File: config.mk
export PLATFORM = sky130hd
export DESIGN_NAME = hazard_scoreboard
export DESIGN_NICKNAME = d
export VERILOG_FILES = /design/src/rtl/hazard_scoreboard.sv
export SDC_FILE = /design/constraint.sdc
export NUM_CORES = 1
export LEC_CHECK = 0
export CAP_MARGIN = 5
export CORE_MARGIN = 3
export CORE_UTILIZATION = 32
export CTS_CLUSTER_DIAMETER = 50
export DETAILED_ROUTE_END_ITERATION = 12
export PLACE_DENSITY = 0.75
export RECOVER_POWER = 25
export REMOVE_ABC_BUFFERS = 1
export SETUP_SLACK_MARGIN = 0.15
export SKIP_CTS_REPAIR_TIMING = 1
export SLEW_MARGIN = 20
export SYNTH_ARGS = -nofsm -noshare
export SYNTH_HDL_FRONTEND = slang
export SYNTH_SLANG_ARGS = --single-unit
File: constraint.sdc
create_clock -name clk -period 2.8 [get_ports clk]
set_clock_uncertainty 0.15 [all_clocks]
set_input_delay 0.28 -clock clk [delete_from_list [all_inputs] [get_ports clk]]
set_output_delay 0.28 -clock clk [all_outputs]
set_load 0.02 [all_outputs]
File: src/rtl/hazard_scoreboard.sv
// Pipeline hazard scoreboard: tracks in-flight destinations, selects operand forwarding
// and raises load-use stalls. Optional counters under HAZARD_SCOREBOARD_STATS_EN.
module hazard_scoreboard #(
  parameter int XLEN     = 32,
  parameter int DEPTH    = 3,
  parameter int LOAD_LAT = 1
) (
  input  logic                  clk,
  input  logic                  rst,
  input  logic                  issue_valid_i,
  input  logic [4:0]            issue_rs1_i,
  input  logic [4:0]            issue_rs2_i,
  input  logic                  issue_rs1_used_i,
  input  logic                  issue_rs2_used_i,
  input  logic [4:0]            issue_rd_i,
  input  logic                  issue_we_i,
  input  logic                  issue_is_load_i,
  input  logic                  flush_i,
  input  logic [XLEN-1:0]       rf_data1_i,
  input  logic [XLEN-1:0]       rf_data2_i,
  input  logic [DEPTH*XLEN-1:0] stage_data_i,
  output logic                  stall_o,
  output logic [3:0]            fwd_sel1_o,
  output logic [3:0]            fwd_sel2_o,
  output logic [XLEN-1:0]       opnd1_o,
  output logic [XLEN-1:0]       opnd2_o
`ifdef HAZARD_SCOREBOARD_STATS_EN
  ,
  output logic [31:0]           stall_cnt_o,
  output logic [31:0]           fwd_cnt_o
`endif
);

  logic [DEPTH-1:0] ent_valid;
  logic [DEPTH-1:0] ent_we;
  logic [DEPTH-1:0] ent_load;
  logic [4:0]       ent_rd [DEPTH];

  logic [DEPTH-1:0] match1;
  logic [DEPTH-1:0] match2;
  logic             hazard;

  always_comb begin
    match1 = '0;
    match2 = '0;
    hazard = 1'b0;
    for (int k = 0; k < DEPTH; k++) begin
      match1[k] = ent_valid[k] && ent_we[k] && (ent_rd[k] == issue_rs1_i) &&
                  (issue_rs1_i != 5'd0) && issue_rs1_used_i;
      match2[k] = ent_valid[k] && ent_we[k] && (ent_rd[k] == issue_rs2_i) &&
                  (issue_rs2_i != 5'd0) && issue_rs2_used_i;
      if ((k < LOAD_LAT) && ent_load[k] && (match1[k] || match2[k]))
        hazard = 1'b1;
    end
  end

  assign stall_o = issue_valid_i && !flush_i && hazard;

  // Walk oldest to youngest so the youngest eligible entry wins; loads whose
  // data is not yet available are never forwarded from.
  always_comb begin
    fwd_sel1_o = 4'd0;
    fwd_sel2_o = 4'd0;
    opnd1_o    = rf_data1_i;
    opnd2_o    = rf_data2_i;
    for (int k = DEPTH - 1; k >= 0; k--) begin
      if (match1[k] && !((k < LOAD_LAT) && ent_load[k])) begin
        fwd_sel1_o = 4'(k + 1);
        opnd1_o    = stage_data_i[k*XLEN +: XLEN];
      end
      if (match2[k] && !((k < LOAD_LAT) && ent_load[k])) begin
        fwd_sel2_o = 4'(k + 1);
        opnd2_o    = stage_data_i[k*XLEN +: XLEN];
      end
    end
  end

  always_ff @(posedge clk) begin
    if (rst) begin
      ent_valid <= '0;
      ent_we    <= '0;
      ent_load  <= '0;
      for (int k = 0; k < DEPTH; k++) ent_rd[k] <= 5'd0;
    end else begin
      for (int k = 1; k < DEPTH; k++) begin
        ent_valid[k] <= ent_valid[k-1];
        ent_we[k]    <= ent_we[k-1];
        ent_load[k]  <= ent_load[k-1];
        ent_rd[k]    <= ent_rd[k-1];
      end
      ent_valid[0] <= issue_valid_i && !stall_o && !flush_i;
      ent_we[0]    <= issue_we_i;
      ent_load[0]  <= issue_is_load_i;
      ent_rd[0]    <= issue_rd_i;
    end
  end

`ifdef HAZARD_SCOREBOARD_STATS_EN
  always_ff @(posedge clk) begin
    if (rst) begin
      stall_cnt_o <= '0;
      fwd_cnt_o   <= '0;
    end else begin
      if (stall_o && (stall_cnt_o != 32'hFFFF_FFFF))
        stall_cnt_o <= stall_cnt_o + 32'd1;
      if (((fwd_sel1_o != 4'd0) || (fwd_sel2_o != 4'd0)) && (fwd_cnt_o != 32'hFFFF_FFFF))
        fwd_cnt_o <= fwd_cnt_o + 32'd1;
    end
  end
`endif

endmodule

==> results.toml, run 1 <==
[worst_hold_path]
min_path_type = "reg -> reg"

[sta]
period_share = 0.965
fin_setup_tns_ps = 0
tightestPinTransition_ps = 929
fmax_ghz = 0.370
rsz0062_at_grt = "true"
finalHoldViolCount = 0
min_period_ps = 2700
slew_violations = 0
holdWs_ps = 321
setup_viol = 0
slew_headroom = 0.379

[die]
core_area_um2 = 10900
die-area_um2 = 12500
ios = 256
die_x_um = 112
initial_core_util = 0.330
die_y_um = 112
rows = 38

[clock_tree]
cts_tree = "done"
insertion_delay_ps = 270
cts_root_buf = "clkbuf_8"
cts_inserted_buffers = 3
cts.clk_slew.worst_paths_ps = 80
cts_sinks = 22
htreeDepth = 1
cts.path.max_buffers = 2

[grt]
gr-usage-met3 = 0.0342
antenna_found_initial = 0
grt_pass1_vias = 5166
grt_start_max_net_pins = 42
grt_usage = 0.270
gr-usage-met1 = 0.336
grt_pass1_wl_um = 27800
grt_use_met2 = 0.483
grt-busiest-layer = "met2"
grt_overflow = 0

[logic_synthesis]
synth_top_family_by_area = "compound AO/OA/AOI/OAI gates"
synth_edf_count = 0
yosys.area_share.simple = 0.213
async_flop_share = 0
syn_area_um2 = 3590
synthMuxAreaShare = 0
synthDistinctLibCells = 34
synth-compound-area-share = 0.468
synth_warnings = 0
avgSynthCellArea_um2 = 7.20
ys_seq_area_frac = 0.123
synthCells = 499
synth_seq_cells = 22
synth_adder_area_share = 0
synth_ff_type = "dfxtp_1"
synth_xor_area_frac = 0.0707

[flow_run]
drv_cap = 0

[power]
max-vdd-ir-drop_v = 0.000222
powerDensity_nw_per_um2 = 184
leakage_uw = 0.00316

[cells_and_area]
syn2layout_area_growth_pct = 121
nNetsFinal = 961
postLayoutCoreUtil = 0.731
drive_gt1_frac = 0.389
multi_input_area_um2 = 3740
fillCellCount = 787
fin_area_um2 = 7960
diodes = 0
seqCellArea_um2 = 450
layoutNonFillerInstCount = 917

[worst_setup_path]
cp-start-kind = "register"
cpLargestDelayFamily = "simple AND/OR/NAND/NOR gates"
cp_cell_sequence = "xor2_1 -> nor4_2 -> and3_4 -> buf_12 -> a211oi_2 -> o31ai_1 -> buf_2"
slowest_stage = "dfxtp_1"
crit_buf_inv = 2
required_ps = 2370
cp_max_fo = 21
cp-end-kind = "output port"
cp_slowest_stage_delay_ps = 430
crit_type = "reg -> out"
critPathArrivalTime_ps = 2270

[routing]
post_drt_wl_per_cell_um = 25.4
drt_drc_violations_left = 0
drtPass1Iterations = 6
ant_nets = 0
vias = 5760
drt_iter0_drc = 511
drt_wl_total_um = 23300
via_per_inst = 6.28

[place]
place_congestion = 0.940
placed_cell_area_um2 = 6500
dpl.hpwl_um = 13500
portBuffers = 251
dp_cells = 872

[run_status]
outcome = "finished clean"
-- placed cells by master (no fill, tap or decap), types with 5 or more instances in the layout --
master           instances
a211oi_2                20
a211oi_4                11
a221oi_2                26
a221oi_4                 6
a41oi_2                 21
a41oi_4                  9
and3_1                  28
and3_4                   6
buf_12                  20
buf_2                   30
buf_4                   64
buf_6                   11
clkbuf_16               12
clkbuf_2                 9
clkdlybuf4s50_1        170
dfxtp_1                 18
dlymetal6s2s_1          11
inv_1                   33
nand2_1                 35
nor2_1                  37
nor2b_1                 22
o21ai_0                 31
o2bb2ai_1               24
o2bb2ai_2                8
o31ai_1                 23
o31ai_2                  9
xnor2_1                  5
xor2_1                  20
-- power breakdown --
group	switching [uW]	total (uW)	internal [uW]
Combinational	388	826	438
Sequential	15.3	340	324
Clock	109	300	191
Total	513	1470	953
-- metal layers --
metal | routed length (um) | up-vias | part of all wire
met5 | 0 | - | 0
met4 | 1020 | 0 | 0.044
met3 | 2110 | 86 | 0.091
met2 | 11300 | 452 | 0.49
met1 | 8830 | 2759 | 0.38
li1 | - | 2463 | -
-- synthesized netlist by cell type (all sizes together) (2+ instances only) --
| master | count | area [um2] |
|---|---|---|
| nor2b | 23 | 144 |
| a41oi | 32 | 280 |
| o21ai | 35 | 175 |
| nand3 | 4 | 20.0 |
| a211oi | 32 | 380 |
| inv | 33 | 124 |
| nor3 | 2 | 10.0 |
| o31ai | 32 | 240 |
| nor4 | 5 | 37.5 |
| clkbuf | 36 | 135 |
| a221oi | 32 | 293 |
| xor2 | 24 | 210 |
| buf | 28 | 189 |
| o21a | 2 | 15.0 |
| xnor2 | 5 | 43.8 |
| o2bb2ai | 32 | 280 |
| and3 | 35 | 219 |
| nand2 | 35 | 131 |
| or4 | 2 | 15.0 |
| dfxtp | 22 | 440 |
| a21oi | 2 | 10.0 |
| nor2 | 39 | 146 |
-- worst paths after layout --
check / end / depth (start not counted) / slack (ps) / start
setup / recovery: opnd2_o[28] / 7 / 100 / ent_rd[0][8]$_SDFF_PP0_
hold / removal: ent_we[2]$_SDFF_PP0_ / 1 / 320 / ent_we[1]$_SDFF_PP0_
setup reg to reg: ent_valid[0]$_SDFF_PP0_ / 7 / 950 / ent_rd[0][3]$_SDFF_PP0_
hold reg to reg: ent_we[2]$_SDFF_PP0_ / 1 / 320 / ent_we[1]$_SDFF_PP0_
-- sequential cells by signal, indices dropped and copies added (netlist names) --
register and flops:
ent_valid 3, ent_we 3, ent_load 1, ent_rd 15
-- through the flow --
step / setup WS [ps] / total power [uW]
floorplan: -3790 / 574
global placement: -671 / 1030
detailed placement: -697 / 1040
CTS: -756 / 1340
global route: -30.1 / 1520
finish: 98.6 / 1470
-- final cells by class --
cell class	count	area share
multi-input combinational	386	0.470
timing repair buffer	332	0.427
sequential	22	0.0566
tap	140	0.0220
inverter	33	0.0156
clock buffer	3	0.00519
clock inverter	1	0.00377
-- cells by family after synthesis --
logic type	count (synthesis)
other cells	1
buf+inv	97
flops	22
xor+xnor	29
compound gates	200
simple gates	150
Power figures use the tool's default switching activity.
==> inputs of run 2 (changes only) <==
--- a/config.mk
+++ b/config.mk
@@ -8,2 +8,3 @@
 export CAP_MARGIN = 5
+export CORE_ASPECT_RATIO = 1.4
 export CORE_MARGIN = 3
==> constraint.sdc (replaced) <==
create_clock -name clk -period 2.8 [get_ports clk]
set_clock_uncertainty 0.15 [all_clocks]
set_input_delay 0.7 -clock clk [delete_from_list [all_inputs] [get_ports clk]]
set_output_delay 0.7 -clock clk [all_outputs]
set_load 0.02 [all_outputs]
==> run 2 against run 1 <==
Effect of this change:
- the run now ends with negative setup slack left
- register-to-register slack lost 20 ps
- power up 6.9%
- critical path depth up 1
- largest cell class unchanged
- core utilization is 3.4 points higher
- clock-buffer cell count increased by 1
- largest power group unchanged
- hold slack got worse by 6.7 ps
- design area grew 5.0%
==> results.toml, run 2 (same netlist as run 1, synthesis figures left out) <==
[run_status]
outcome = "finished with violations"
violations = "negative setup slack"

[cells_and_area]
nNetsFinal = 967
layoutNonFillerInstCount = 926
drive_gt1_frac = 0.419
postLayoutCoreUtil = 0.765
seqCellArea_um2 = 440
regMostFlops = "ent_rd"
final_common_cell = "clkdlybuf4s50_1"
layout_common_cells = "clkdlybuf4s50_1, buf_4, nor2_1, nand2_1, inv_1"
fillCellCount = 694
multi_input_area_um2 = 4020
syn2layout_area_growth_pct = 132
largest_registers = "ent_rd x15, ent_valid x3, ent_we x3"
largest_register_ff_count = 15

[sta]
setup_ws_ps = -676
tightestPinTransition_ps = 895
fmax_ghz = 0.288
slew_violations = 0
slew_headroom = 0.401
holdWs_ps = 314
min_period_ps = 3480
rsz0062_at_grt = "true"
setup_viol = 69
period_share = 1.24
finalHoldViolCount = 0

[grt]
grt_overflow = 0
grt_start_max_net_pins = 35
gr-usage-met3 = 0.0567
grt_pass1_wl_um = 27400
grt_usage = 0.272
grt_use_met2 = 0.473
gr-usage-met1 = 0.318
grt-busiest-layer = "met2"
grt_pass1_vias = 5126
antenna_found_initial = 6

[clock_tree]
insertion_delay_ps = 260
htreeDepth = 1
cts.clk_slew.worst_paths_ps = 60
cts_tree = "done"
cts_sinks = 22
cts_inserted_buffers = 3
cts.path.max_buffers = 2
cts_root_buf = "clkbuf_16"

[place]
dpl.hpwl_um = 13700
portBuffers = 251
pre_cts_slack_ps = -1570
place_congestion = 1.02
dp_cells = 884

[die]
ios = 256
core_area_um2 = 10900
initial_core_util = 0.329
die-area_um2 = 12600
die_y_um = 131
rows = 45
die_x_um = 95.6

[routing]
drtPass1Iterations = 5
drt_drc_violations_left = 0
vias = 5858
drt_wl_total_um = 23700
post_drt_wl_per_cell_um = 25.6
drt_iter0_drc = 393
via_per_inst = 6.33
ant_nets = 0

[worst_hold_path]
min_path_type = "reg -> reg"

[power]
power_uw = 1570
powerDensity_nw_per_um2 = 188
max-vdd-ir-drop_v = 0.000365
leakage_uw = 0.00320

[worst_setup_path]
crit_type = "in -> out"
critPathArrivalTime_ps = 2630
cp_max_fo = 8
cp-start-kind = "input port"
cp-end-kind = "output port"
required_ps = 1950

[flow_run]
drv_cap = 0
==> run 2: worst paths after layout <==
check,from,end,slack (ps),cells after the start
hold reg to reg,ent_valid[1]$_SDFF_PP0_,ent_valid[2]$_SDFF_PP0_,310,1
setup reg to reg,ent_rd[0][2]$_SDFF_PP0_,ent_valid[0]$_SDFF_PP0_,930,6
setup / recovery,issue_rs2_i[3],opnd2_o[27],-680,8
hold / removal,ent_valid[1]$_SDFF_PP0_,ent_valid[2]$_SDFF_PP0_,310,1
==> run 2: metal layers <==
layer / part of all wire / vias up
met5: 0.0011 / -
met4: 0.073 / 4
met2: 0.48 / 437
met1: 0.35 / 2803
li1: - / 2474
met3: 0.098 / 140
==> run 2: through the flow <==
stage               setup TNS [ps]  instance area (um2)
floorplan                  -207400                 3280
global placement           -100720                 6530
detailed placement         -103910                 6530
CTS                        -104030                 6620
global route                -42570                 8360
finish                      -39670                 8360
==> run 2: area by class of cell <==
class | count | share of cell area
Timing Repair Buffer | 338 | 0.419
Clock buffer | 4 | 0.0106
Antenna cell | 2 | 0.000599
Multi-Input combinational cell | 386 | 0.481
Sequential cell | 22 | 0.0527
Inverter | 33 | 0.0148
Tap cell | 141 | 0.0211
==> run 2: power breakdown <==
part	leakage, uW	internal [uW]	switching [uW]
Clock	0.0000442	218	117
Combinational	0.00297	483	412
Sequential	0.000181	326	10.6
Total	0.00320	1030	540
==> run 2: worst max-delay path: stages <==
cell and delay (ps):
buf_6 90, or4_4 570, o21a_4 290, and4_4 240, buf_12 170, a211oi_4 280
o31ai_1 110, buf_2 170
